===== src/rtl/rf_sched_pkg.sv =====
// ---------------------------------------------------------------------------
// rf_sched_pkg
// Shared widths and types for the register-file write-port scheduler.
//   ADDR_W      register address width (32 registers, x0 hardwired zero)
//   DATA_W      register write data width
//   regaddr_t   register address
//   data_t      register write data
//   buf_state_e occupancy of the one-entry long-unit holding buffer
// ---------------------------------------------------------------------------
package rf_sched_pkg;

  localparam int ADDR_W = 5;
  localparam int DATA_W = 32;

  typedef logic [ADDR_W-1:0] regaddr_t;
  typedef logic [DATA_W-1:0] data_t;

  typedef enum logic {
    BUF_EMPTY = 1'b0,
    BUF_FULL  = 1'b1
  } buf_state_e;

endpackage


===== src/rtl/rf_wb_scheduler_if.sv =====
// ---------------------------------------------------------------------------
// rf_wb_scheduler_if
// Bundles the issue check, WB request, long-unit result and RF write port.
//   iss_*    ID issue request (valid, rs1, rs2, rd, long) and stall reply
//   wb_*     pipeline WB write request (cannot be stalled)
//   lu_*     long-unit result (valid, rd, wd) and ready reply
//   rf_*     register file write port (RFWr, A3, WD)
// Modports: master = the surrounding pipeline / bench, slave = the scheduler.
// ---------------------------------------------------------------------------
interface rf_wb_scheduler_if;
  import rf_sched_pkg::*;

  logic     iss_valid;
  regaddr_t iss_rs1;
  regaddr_t iss_rs2;
  regaddr_t iss_rd;
  logic     iss_long;
  logic     iss_stall;

  logic     wb_we;
  regaddr_t wb_rd;
  data_t    wb_wd;

  logic     lu_valid;
  regaddr_t lu_rd;
  data_t    lu_wd;
  logic     lu_ready;

  logic     rf_we;
  regaddr_t rf_a3;
  data_t    rf_wd;

  modport master (
    output iss_valid, iss_rs1, iss_rs2, iss_rd, iss_long,
    output wb_we, wb_rd, wb_wd,
    output lu_valid, lu_rd, lu_wd,
    input  iss_stall, lu_ready, rf_we, rf_a3, rf_wd
  );

  modport slave (
    input  iss_valid, iss_rs1, iss_rs2, iss_rd, iss_long,
    input  wb_we, wb_rd, wb_wd,
    input  lu_valid, lu_rd, lu_wd,
    output iss_stall, lu_ready, rf_we, rf_a3, rf_wd
  );

endinterface


===== src/rtl/rf_scoreboard.sv =====
// ---------------------------------------------------------------------------
// rf_scoreboard
// Tracks registers with an outstanding long-unit write and the number of
// outstanding long-unit operations; produces the issue stall.
//   clk, rst          clock, asynchronous active-high reset
//   iss_*_i           issue request from ID
//   starve_force_i    force a bubble so WB frees the write port
//   drain_i/_rd_i     holding buffer leaves this cycle (its destination)
//   accept_i/_rd_i    long-unit result accepted this cycle (its destination)
//   iss_stall_o       hold ID, instruction not issued
// ---------------------------------------------------------------------------
module rf_scoreboard
  import rf_sched_pkg::*;
#(
  parameter int MAX_PEND = 4,
  parameter int PEND_W   = $clog2(MAX_PEND + 1)
) (
  input  logic     clk,
  input  logic     rst,
  input  logic     iss_valid_i,
  input  regaddr_t iss_rs1_i,
  input  regaddr_t iss_rs2_i,
  input  regaddr_t iss_rd_i,
  input  logic     iss_long_i,
  input  logic     starve_force_i,
  input  logic     drain_i,
  input  regaddr_t drain_rd_i,
  input  logic     accept_i,
  input  regaddr_t accept_rd_i,
  output logic     iss_stall_o
);

  localparam int NREG = 1 << ADDR_W;

  logic [NREG-1:0]   busy_q, busy_d;
  logic [PEND_W-1:0] pend_q, pend_d;
  logic              hazard;
  logic              pend_full;
  logic              issue_long;

  // busy bit 0 is constant 0, so a zero operand never matches; no explicit
  // reg!=0 qualification is needed. Only registered busy is consulted, so a
  // drain releases its dependants one cycle later.
  assign hazard      = busy_q[iss_rs1_i] | busy_q[iss_rs2_i] | busy_q[iss_rd_i];
  assign pend_full   = (pend_q == PEND_W'(MAX_PEND));
  assign iss_stall_o = iss_valid_i &
                       (rst | hazard | (iss_long_i & pend_full) | starve_force_i);
  assign issue_long  = iss_valid_i & ~iss_stall_o & iss_long_i;

  assign busy_d[0] = 1'b0;

  genvar gi;
  generate
    for (gi = 1; gi < NREG; gi++) begin : g_busy
      assign busy_d[gi] = (busy_q[gi] & ~(drain_i & (drain_rd_i == regaddr_t'(gi)))) |
                          (issue_long & (iss_rd_i == regaddr_t'(gi)));
    end
  endgenerate

  // A long issue to x0 still occupies a pending slot; its silent drain frees it.
  always_comb begin
    pend_d = pend_q;
    case ({issue_long, drain_i})
      2'b10:   pend_d = pend_q + PEND_W'(1);
      2'b01:   pend_d = pend_q - PEND_W'(1);
      default: pend_d = pend_q;
    endcase
  end

  always_ff @(posedge clk or posedge rst) begin
    if (rst) begin
      busy_q <= '0;
      pend_q <= '0;
    end else begin
      busy_q <= busy_d;
      pend_q <= pend_d;
    end
  end

  // Protocol sanity checks on the long unit; the datapath ignores them.
  a_accept_busy: assert property (@(posedge clk) disable iff (rst)
    (accept_i && (accept_rd_i != '0)) |-> busy_q[accept_rd_i]);
  a_pend_underflow: assert property (@(posedge clk) disable iff (rst)
    drain_i |-> (pend_q != '0));

endmodule


===== src/rtl/rf_wb_scheduler.sv =====
// ---------------------------------------------------------------------------
// rf_wb_scheduler
// Shares the register file's single write port between the in-order WB stage
// and a long-latency unit. WB always wins; long-unit results wait in a
// one-entry buffer and drain when WB leaves the port idle. A starvation
// counter forces issue bubbles so that WB eventually goes idle.
//   clk   clock, rising edge
//   rst   asynchronous, active-high reset
//   bus   rf_wb_scheduler_if.slave (issue, WB, long unit, RF write port)
// ---------------------------------------------------------------------------
module rf_wb_scheduler
  import rf_sched_pkg::*;
#(
  parameter int MAX_PEND   = 4,
  parameter int STARVE_MAX = 4
) (
  input  logic               clk,
  input  logic               rst,
  rf_wb_scheduler_if.slave   bus
);

  localparam int STARVE_W = $clog2(STARVE_MAX + 1);

  buf_state_e            buf_state_q, buf_state_d;
  regaddr_t              buf_rd_q, buf_rd_d;
  data_t                 buf_wd_q, buf_wd_d;
  logic [STARVE_W-1:0]   starve_cnt_q, starve_cnt_d;

  logic wb_owns;
  logic buf_full;
  logic drain;
  logic accept;
  logic starve_force;
  logic buf_sel;

  // WB to x0 is treated as idle so a buffered result may use the port.
  assign wb_owns  = bus.wb_we & (bus.wb_rd != '0);
  assign buf_full = (buf_state_q == BUF_FULL);
  // A buffered x0 result still drains (frees the slot) but never writes.
  assign drain    = buf_full & ~wb_owns;
  assign buf_sel  = ~rst & drain;

  assign bus.lu_ready = ~rst & (~buf_full | drain);
  assign accept       = bus.lu_valid & bus.lu_ready;

  // Counter saturates at STARVE_MAX, so force holds until the next drain.
  assign starve_force = (starve_cnt_q >= STARVE_W'(STARVE_MAX));

  // Zero-latency write mux; during reset WB passes straight through.
  assign bus.rf_we = rst ? bus.wb_we : (wb_owns | (drain & (buf_rd_q != '0)));
  assign bus.rf_a3 = buf_sel ? buf_rd_q : bus.wb_rd;
  assign bus.rf_wd = buf_sel ? buf_wd_q : bus.wb_wd;

  always_comb begin
    buf_state_d  = buf_state_q;
    buf_rd_d     = buf_rd_q;
    buf_wd_d     = buf_wd_q;
    starve_cnt_d = starve_cnt_q;

    // Accept may coincide with a drain; the new entry replaces the old one.
    if (accept) begin
      buf_state_d = BUF_FULL;
      buf_rd_d    = bus.lu_rd;
      buf_wd_d    = bus.lu_wd;
    end else if (drain) begin
      buf_state_d = BUF_EMPTY;
    end

    if (drain) begin
      starve_cnt_d = '0;
    end else if (buf_full && wb_owns && !starve_force) begin
      starve_cnt_d = starve_cnt_q + STARVE_W'(1);
    end
  end

  always_ff @(posedge clk or posedge rst) begin
    if (rst) begin
      buf_state_q  <= BUF_EMPTY;
      buf_rd_q     <= '0;
      buf_wd_q     <= '0;
      starve_cnt_q <= '0;
    end else begin
      buf_state_q  <= buf_state_d;
      buf_rd_q     <= buf_rd_d;
      buf_wd_q     <= buf_wd_d;
      starve_cnt_q <= starve_cnt_d;
    end
  end

  rf_scoreboard #(
    .MAX_PEND (MAX_PEND)
  ) u_scoreboard (
    .clk            (clk),
    .rst            (rst),
    .iss_valid_i    (bus.iss_valid),
    .iss_rs1_i      (bus.iss_rs1),
    .iss_rs2_i      (bus.iss_rs2),
    .iss_rd_i       (bus.iss_rd),
    .iss_long_i     (bus.iss_long),
    .starve_force_i (starve_force),
    .drain_i        (drain),
    .drain_rd_i     (buf_rd_q),
    .accept_i       (accept),
    .accept_rd_i    (bus.lu_rd),
    .iss_stall_o    (bus.iss_stall)
  );

endmodule


===== src/flat_wrapper.sv =====
// flat-port wrapper written by rule: the top's interface ports become plain ports
module rf_wb_scheduler_flat import rf_sched_pkg::*;
#(
  parameter int MAX_PEND   = 4,
  parameter int STARVE_MAX = 4
)
  (clk, rst, bus_iss_valid, bus_iss_rs1, bus_iss_rs2, bus_iss_rd, bus_iss_long, bus_wb_we, bus_wb_rd, bus_wb_wd, bus_lu_valid, bus_lu_rd, bus_lu_wd, bus_iss_stall, bus_lu_ready, bus_rf_we, bus_rf_a3, bus_rf_wd);
  rf_wb_scheduler_if bus_i ();
  input  logic clk;
  input  logic rst;
  input wire logic [$bits(bus_i.iss_valid)-1:0] bus_iss_valid;
  input wire logic [$bits(bus_i.iss_rs1)-1:0] bus_iss_rs1;
  input wire logic [$bits(bus_i.iss_rs2)-1:0] bus_iss_rs2;
  input wire logic [$bits(bus_i.iss_rd)-1:0] bus_iss_rd;
  input wire logic [$bits(bus_i.iss_long)-1:0] bus_iss_long;
  input wire logic [$bits(bus_i.wb_we)-1:0] bus_wb_we;
  input wire logic [$bits(bus_i.wb_rd)-1:0] bus_wb_rd;
  input wire logic [$bits(bus_i.wb_wd)-1:0] bus_wb_wd;
  input wire logic [$bits(bus_i.lu_valid)-1:0] bus_lu_valid;
  input wire logic [$bits(bus_i.lu_rd)-1:0] bus_lu_rd;
  input wire logic [$bits(bus_i.lu_wd)-1:0] bus_lu_wd;
  output wire logic [$bits(bus_i.iss_stall)-1:0] bus_iss_stall;
  output wire logic [$bits(bus_i.lu_ready)-1:0] bus_lu_ready;
  output wire logic [$bits(bus_i.rf_we)-1:0] bus_rf_we;
  output wire logic [$bits(bus_i.rf_a3)-1:0] bus_rf_a3;
  output wire logic [$bits(bus_i.rf_wd)-1:0] bus_rf_wd;
  assign bus_i.iss_valid = bus_iss_valid;
  assign bus_i.iss_rs1 = bus_iss_rs1;
  assign bus_i.iss_rs2 = bus_iss_rs2;
  assign bus_i.iss_rd = bus_iss_rd;
  assign bus_i.iss_long = bus_iss_long;
  assign bus_i.wb_we = bus_wb_we;
  assign bus_i.wb_rd = bus_wb_rd;
  assign bus_i.wb_wd = bus_wb_wd;
  assign bus_i.lu_valid = bus_lu_valid;
  assign bus_i.lu_rd = bus_lu_rd;
  assign bus_i.lu_wd = bus_lu_wd;
  assign bus_iss_stall = bus_i.iss_stall;
  assign bus_lu_ready = bus_i.lu_ready;
  assign bus_rf_we = bus_i.rf_we;
  assign bus_rf_a3 = bus_i.rf_a3;
  assign bus_rf_wd = bus_i.rf_wd;
  rf_wb_scheduler #(.MAX_PEND(MAX_PEND), .STARVE_MAX(STARVE_MAX)) u_core (.clk(clk), .rst(rst), .bus(bus_i));
endmodule

===== config.mk =====
export PLATFORM = sky130hd
export DESIGN_NAME = rf_wb_scheduler_flat
export DESIGN_NICKNAME = d
export VERILOG_FILES = /design/src/rtl/rf_sched_pkg.sv /design/src/rtl/rf_wb_scheduler_if.sv /design/src/rtl/rf_scoreboard.sv /design/src/rtl/rf_wb_scheduler.sv /design/src/flat_wrapper.sv
export SDC_FILE = /design/constraint.sdc
export NUM_CORES = 1
export LEC_CHECK = 0
export CORE_UTILIZATION = 30
export DETAILED_ROUTE_END_ITERATION = 6
export GPL_ROUTABILITY_DRIVEN = 0
export MAX_ROUTING_LAYER = met4
export PLACE_DENSITY = 0.61
export SYNTH_ARGS = -nofsm -noshare
export SYNTH_HDL_FRONTEND = slang
export SYNTH_SLANG_ARGS = --single-unit
export TNS_END_PERCENT = 1

===== constraint.sdc =====
create_clock -name clk -period 13.4 [get_ports clk]
set_clock_uncertainty 0.2 [all_clocks]
set_input_delay 2.68 -clock clk [delete_from_list [all_inputs] [get_ports clk]]
set_output_delay 2.68 -clock clk [all_outputs]
set_load 0.02 [all_outputs]

# Yosys cells after proc, flatten, opt, wreduce, memory -nomap -nowiden
# Cells that the tools add are included.
# totals
ff_bits	75
inputBits	95
out_inout_bits	40
word_cells	276
# op_classes
n_addsub	3
n_lt_le_gt_ge	4
eq_ne	65
n_mux	14
bitwise	176
reduce_logical	8
# ops
operator	n
$eq 5x5->1 const B	32
$and 1x1->1	103
$eq 5x4->1 const B	16
$eq 5x3->1 const B	8
$or 1x1->1	38
$not 1->1	35
$mux 32	1
$eq 5x2->1 const B	4
$lt 5x6->1 const B	3
$bmux 1 s5	3
$eq 5x1->1 const B	2
$reduce_bool 5->1	2
$add 3x1->3 const B	2
$mux 1	6
$mux 3	2
$pmux 3 s2	1
$reduce_bool 2->1	3
$mux 5	1
$eq 3x3->1 const B	1
$ge 3x3->1 const B	1
$sub 3x1->3 const B	1
$eq 2x1->1 const B	1
$eq 2x2->1 const B	1
$logic_and 1x1->1	2
$logic_not 1->1	1

# Longest topological paths before layout
# Gate-level depths: netlist of the first run.
# depth
ltp_word	13
ltp_mapped	14

# Hierarchy
# Synthesis of the first run repeated with hierarchy kept, for this count alone.
# hier_totals
hier_cells	400
area_unflattened_um2	4758.3
# by_module_without_submodules
mod	n_inst	cells_each	area_each_um2
rf_scoreboard	1	241	2502.4
rf_wb_scheduler	1	159	2255.9

# Worst setup path after synthesis of the first run
# Ideal clock, no wire load.
# synth_path
path_kind	input to output
startpoint	input rst
endpoint	output bus_rf_wd[10]
t_arrival_ns	5.365
t_required_ns	10.520
setup_slack_ns	5.155
path_stages	4
path_buffers	1
path_cell_list	inv_1 nand2_2 buf_2 mux2_1
# synth_via
elab_chain_len	3
# synth_lines
element	line_no	text
start: declaration	flat_wrapper.sv:10	input logic rst;
$not 1->1	rf_wb_scheduler.sv:41	assign buf_sel = ~rst & drain;
$and 1x1->1	rf_wb_scheduler.sv:41	
$mux 32	rf_wb_scheduler.sv:52	assign bus.rf_wd = buf_sel ? buf_wd_q : bus.wb_wd;
end: declaration	flat_wrapper.sv:26	output wire logic [$bits(bus_i.rf_wd)-1:0] bus_rf_wd;
# No other way between the ends.

# Worst setup path after layout of the first run
# layout_path
startpoint	input bus_iss_rs2[1]
endpoint	output bus_iss_stall
# layout_via
elab_chain_len	8
# layout_lines
element	line_no	text
start: declaration	flat_wrapper.sv:13	input wire logic [$bits(bus_i.iss_rs2)-1:0] bus_iss_rs2;
$bmux 1 s5	rf_scoreboard.sv:44	assign hazard = busy_q[iss_rs1_i] | busy_q[iss_rs2_i] | busy_q[iss_rd_i];
$mux 1 (not written as such)	rf_scoreboard.sv:44	
$or 1x1->1 (2 in series)	rf_scoreboard.sv:44	
$or 1x1->1 (3 in series)	rf_scoreboard.sv:47	(rst | hazard | (iss_long_i & pend_full) | starve_force_i);
$and 1x1->1	rf_scoreboard.sv:46	assign iss_stall_o = iss_valid_i &
end: declaration	flat_wrapper.sv:22	output wire logic [$bits(bus_i.iss_stall)-1:0] bus_iss_stall;
# No other way between the ends. The select of a mux whose other input is x is not followed.

==> impl_metrics.toml, run 1 <==
[setup_path]
crit_type = "in -> out"
path_max_fanout = 33
worstSetupStartpointType = "input port"
cpMostUsedCell = "clkdlybuf4s50_1"
rrSetupSlack_ns = 9.57
crit_chain = "clkdlybuf4s50_1 > mux2_1 > a221oi_1 > nor4_1 > nor4_4 > nand2_2 > o21a_1 > clkdlybuf4s50_1"
r2r-start = "u_core.u_scoreboard.busy_q[16]"
r2r_cells = 12
worst_setup_path_end_kind = "output pin"
required_ns = 10.52
crit_arrival_ns = 6.12
reg2reg_to = "u_core.u_scoreboard.pend_q[2]"
slowest_delay_ns = 0.90
worst_path_max_delay_cell = "clkdlybuf4s50_1"

[timing]
maxSlewViolCount = 0
fin_ws_ns = 4.40
slew_headroom_pct = 26.7
min_period_over_period_pct = 67.2
finalCriticalPeriod_ns = 9.00
fin_tns_setup_ns = 0
rsz0062_at_grt = "false"
final-setup-viol-count = 0
finalHoldViolCount = 0
worstMarginPinSlew_ns = 1.10
fin_hold_ws_ns = 0.275
max_clock_freq_mhz = 111

[final_layout]
final_cell_area_um2 = 6710
antenna_cells = 0
area_growth_pct = 35.5
drive_above_1_share_pct = 23.1
layout.nets = 648

[yosys]
synth_warnings = 0
yosys-top-cells-area = "dfrtp_1, mux2_2, o31ai_2"
post-synth-top-count-cell = "dfrtp_1"
synth-edff-count = 0
async_flop_share_pct = 100
syn_nets = 530
synth_top_area_share_pct = 37.9
yosysTopAreaCell = "dfrtp_1"
yosysUniqueCellTypes = 65
ys_seq_area_share_pct = 37.9
synth_area_um2 = 4950
synth_common_cells = "dfrtp_1, mux2_2, nand2_1, o21ai_0, o31ai_2"
synthFlopType = "dfrtp_1"
syn_avg_cell_area_um2 = 11.5
synthCells = 431
synth_seq_cells = 75

[drt]
drtIter0Drc = 152
detail_route.wl_per_cell_um = 18.7
drc = 0
wl_mm = 14.4
antenna_left = 0
via_per_inst = 5.33
dr.pass1.iters = 4
num_vias = 4101

[status]
status = "finished clean"

[die]
initial_utilization_pct = 30.9
ioPinCount = 135
die_y_um = 130
die_w_um = 130
core_area_um2 = 16000
rows = 46
dieArea_um2 = 17000

[grt]
met1_usage_pct = 23.5
met2_usage_pct = 27.8
grt_use_total_pct = 18.1
grt_max_degree = 76
use_met3_pct = 4.85
grt_remaining_overflow = 0
grt_pass1_vias = 4195
antenna_found_initial = 0
grt_pass1_wl_mm = 22.7
grt-busiest-layer = "met2"

[min_path]
hold_class = "reg -> reg"
holdPathEnd = "u_core.u_scoreboard.pend_q[2]"
hold_depth = 1
hp-start = "u_core.u_scoreboard.pend_q[2]"

[clocking]
root_buffer = "clkbuf_16"
h-tree-depth = 3
hold_buffers = 0
worstSkewPairLatency_ns = 0.33
cts_tree = "yes"
clk_pin_slew_worst_paths_ns = 0.06
numCtsBuffers = 9
clk_path_buf_depth = 2
cts_setup_buffers = 0
post_cts_resized = 0
cts_sinks = 75

[place]
dpl.hpwl_mm = 10.7
io_buffers = 134
dp_slack_ns = 4.40
place_area_um2 = 6400

[power]
power_frac_clock_pct = 31.7
vdd_drop_max_uv = 56.4
swShare_pct = 31.6
pwr-share-seq_pct = 39.2
p_int_uw = 542
power_switching_uw = 251
comb_power_share_pct = 29.1
fin_total_pwr_uw = 793
power.density_nw_per_um2 = 118
p_leak_uw = 0.00269

[run]
maxCapViolations = 0
## sequential cells by signal, summed over array words and instances, names as in the netlist
register / count
u_core.u_scoreboard.busy_q: 31
u_core.u_scoreboard.pend_q: 3
u_core.starve_cnt_q: 3
u_core.buf_wd_q: 32
u_core.buf_rd_q: 5
u_core.buf_full: 1
## metrics by stage
stage               instances  utilization (%)
floorplan                 431                -
global placement          754             40.0
detailed placement        754             40.0
CTS                       770             41.9
global route              770             41.9
finish                    770             41.9
## final cells by class
class	count	area (µm²)
Timing Repair Buffer	136	1360
Tap cell	216	270
Clock buffer	11	253
Inverter	10	37.5
Fill cell	1555	9290
Clock inverter	5	58.8
Sequential cell	75	1880
Multi-Input combinational cell	317	2860
## cells in the final DEF, fill, tap and decap left out, drive strengths merged, types with 2 or more instances in the layout
cell	Yosys	routed
and3	4	4
a21oi	2	2
buf	23	2
nand3	14	14
clkdlybuf4s50	0	134
o21a	2	2
o21ai	33	33
nand2b	5	5
mux4	12	12
inv	10	11
ha	3	3
a311oi	2	2
xor2	2	2
nand2	37	37
clkinvlp	0	2
o31ai	31	31
mux2i	12	12
mux2	85	85
nand4	7	7
o22ai	2	2
nor2b	9	9
dfrtp	75	75
nor4	5	5
a2111oi	2	2
nor2	15	15
clkbuf	6	11
nor3	9	9
## metal layers
metal / wire [µm] / up-vias
met4: 188 / 0
met5: 0 / -
li1: - / 1855
met3: 1260 / 21
met2: 6550 / 205
met1: 6380 / 2020
## power by group through the flow
stage          registers [µW]  clock network [µW]  logic, µW
6_report                  311                 251        231
5_1_grt                   316                 266        249
4_1_cts                   310                 257        233
2_1_floorplan             294                   0        160
3_5_place_dp              313                   0        232
3_3_place_gp              312                   0        226
## how the worst max path moves through the flow
stage,slack (ns),startpoint,cells after the start,end
final,4.40,bus_iss_rs2[1],8,bus_iss_stall
after global routing,4.17,bus_iss_rs2[1],8,bus_iss_stall
after CTS,4.39,bus_iss_rs2[1],8,bus_iss_stall
after detailed placement,4.40,bus_iss_rs2[1],8,bus_iss_stall
after global placement,4.43,bus_iss_rs2[1],8,bus_iss_stall
after floorplan,5.15,rst,4,bus_rf_wd[10]
## cell families (layout without fill, tap and decap cells)
logic type | after synthesis | after routing | synth area share (%)
and+or+nand+nor | 114 | 114 | 12.2
muxes | 109 | 109 | 28.8
AOI/OAI and AO/OA | 87 | 87 | 14.9
DFF | 75 | 75 | 37.9
buffers and inverters | 39 | 162 | 4.47
adders and majority gates | 4 | 4 | 1.16
xor gates and xnor gates | 3 | 3 | 0.531
## critical path, delay by kind of cell
family | cells | cell delay (ns)
buffers and inverters | 2 | 1.43
AND/OR/NAND/NOR | 3 | 0.91
AO/OA/AOI/OAI | 2 | 0.71
multiplexers | 1 | 0.39
(Power assumes the default switching activity.)
==> run 2, diff against run 1 <==
Clock period 13.4 ns to 9.15 ns, I/O delays scaled along.
==> run 2 against run 1 <==
  * Clock power rose by 58%
  * Setup slack got worse by 2.1 ns
  * Hold slack improved by 0.0047 ns
  * First-iteration DRC count rose by 28%
  * Combinational power rose by 46%
  * Critical endpoint is now bus_rf_wd[5]
  * Highest routed layer unchanged
==> impl_metrics.toml, run 2 (synthesis results as in run 1) <==
[status]
status = "finished clean"

[die]
ioPinCount = 135
die_y_um = 130
dieArea_um2 = 17000
die_w_um = 130
initial_utilization_pct = 30.9
rows = 46
core_area_um2 = 16000

[final_layout]
mostFrequentLayoutCells = "clkdlybuf4s50_1, dfrtp_1, mux2_2"
fillerInstances = 1546
layout.nets = 649
drive_above_1_share_pct = 23.2
largestRegisters = "u_core.buf_wd_q: 32 flops, u_core.u_scoreboard.busy_q: 31 flops, u_core.buf_rd_q: 5 flops"
final_cell_area_um2 = 6740
largest_register_ffs = 32
final_common_cell = "clkdlybuf4s50_1"
regArea_um2 = 1880
regMostFlops = "u_core.buf_wd_q"
multiInputGateArea_um2 = 2860
finalNonFillerCells = 771
antenna_cells = 0
area_growth_pct = 36.2

[power]
vdd_drop_max_uv = 88.3
comb_power_share_pct = 28.4
power_frac_clock_pct = 33.3
p_leak_uw = 0.00271
p_int_uw = 823
power.density_nw_per_um2 = 176
swShare_pct = 30.8
fin_total_pwr_uw = 1190
power_switching_uw = 367
pwr-share-seq_pct = 38.4

[drt]
via_per_inst = 5.24
drtIter0Drc = 194
detail_route.wl_per_cell_um = 18.9
wl_mm = 14.5
num_vias = 4041
dr.pass1.iters = 5
drc = 0
antenna_left = 0

[clocking]
cts_setup_buffers = 0
cts_tree = "yes"
worstSkewPairLatency_ns = 0.34
root_buffer = "clkbuf_16"
h-tree-depth = 3
clk_path_buf_depth = 2
cts_sinks = 75
numCtsBuffers = 9
hold_buffers = 0
post_cts_resized = 0
clk_pin_slew_worst_paths_ns = 0.06

[timing]
maxSlewViolCount = 0
rsz0062_at_grt = "false"
slew_headroom_pct = 28.1
min_period_over_period_pct = 75.4
max_clock_freq_mhz = 145
finalCriticalPeriod_ns = 6.90
fin_hold_ws_ns = 0.280
worstMarginPinSlew_ns = 1.07
finalHoldViolCount = 0
fin_tns_setup_ns = 0
final-setup-viol-count = 0

[setup_path]
crit_arrival_ns = 4.87
path_max_fanout = 37
worstSetupStartpointType = "input port"
crit_type = "in -> out"
required_ns = 7.12
worst_setup_path_end_kind = "output pin"

[grt]
met2_usage_pct = 27.9
grt_remaining_overflow = 0
grt_use_total_pct = 18.6
antenna_found_initial = 0
grt_pass1_wl_mm = 23.1
met1_usage_pct = 24.6
grt-busiest-layer = "met2"
grt_max_degree = 76
use_met3_pct = 5.86
grt_pass1_vias = 4264

[run]
maxCapViolations = 0

[place]
dpl.hpwl_mm = 10.9
place_area_um2 = 6400
placed_cells = 755
io_buffers = 134

[min_path]
hold_class = "reg -> reg"
[run 2: cell types whose count changed in the layout (fill, tap and decap cells not counted), sizes merged]
cell	previous run	this run
buf	2	3
bufinv	1	2
clkinv	1	2
clkinvlp	2	1
inv	11	10
[run 2: layout make-up]
| type | instances | share of cell area (%) |
|---|---|---|
| multi-input combinational | 317 | 42.4 |
| sequential | 75 | 27.8 |
| timing repair buffer | 137 | 20.2 |
| tap | 216 | 4.01 |
| clock buffer | 11 | 3.75 |
| clock inverter | 5 | 1.26 |
| inverter | 10 | 0.557 |
[run 2: stage by stage]
| stage | setup WS, ns | utilization (%) |
|---|---|---|
| after CTS | 2.20 | 42.1 |
| after global placement | 2.29 | 40.0 |
| after global routing | 2.08 | 42.1 |
| final | 2.25 | 42.1 |
| after detailed placement | 2.22 | 40.0 |
| after floorplan | 2.60 | - |
[run 2: final timing paths]
check / to / depth (start not counted) / slack [ns] / startpoint
worst min-delay path: u_core.u_scoreboard.pend_q[2] / 1 / 0.28 / u_core.u_scoreboard.pend_q[2]
worst max register to register: u_core.u_scoreboard.pend_q[2] / 13 / 5.63 / u_core.u_scoreboard.busy_q[4]
min in group asynchronous: u_core.starve_cnt_q[2] / 3 / 2.11 / rst
max in group asynchronous: u_core.u_scoreboard.busy_q[15] / 3 / 6.03 / rst
worst min register to register: u_core.u_scoreboard.pend_q[2] / 1 / 0.28 / u_core.u_scoreboard.pend_q[2]
worst max-delay path: bus_rf_wd[5] / 7 / 2.25 / bus_wb_rd[4]
[run 2: power by group through the flow]
stage / combinational, µW / clock, µW / sequential (µW)
2_1_floorplan: 234 / 0 / 430
3_3_place_gp: 331 / 0 / 458
3_5_place_dp: 339 / 0 / 459
4_1_cts: 340 / 405 / 455
5_1_grt: 367 / 419 / 466
6_report: 338 / 396 / 456
[run 2: critical path: stages]
cell and delay (ns):
clkdlybuf4s50_1 0.41, or4_1 0.54, o21a_2 0.28, nor2_4 0.18, nand2_2 0.53, mux2_1 0.55, clkdlybuf4s50_1 0.54
[run 2: per-layer routing]
layer | up-vias | wire (µm)
li1 | 1855 | -
met1 | 1980 | 6550
met2 | 195 | 6530
met3 | 11 | 1360
met4 | 0 | 113
met5 | - | 0
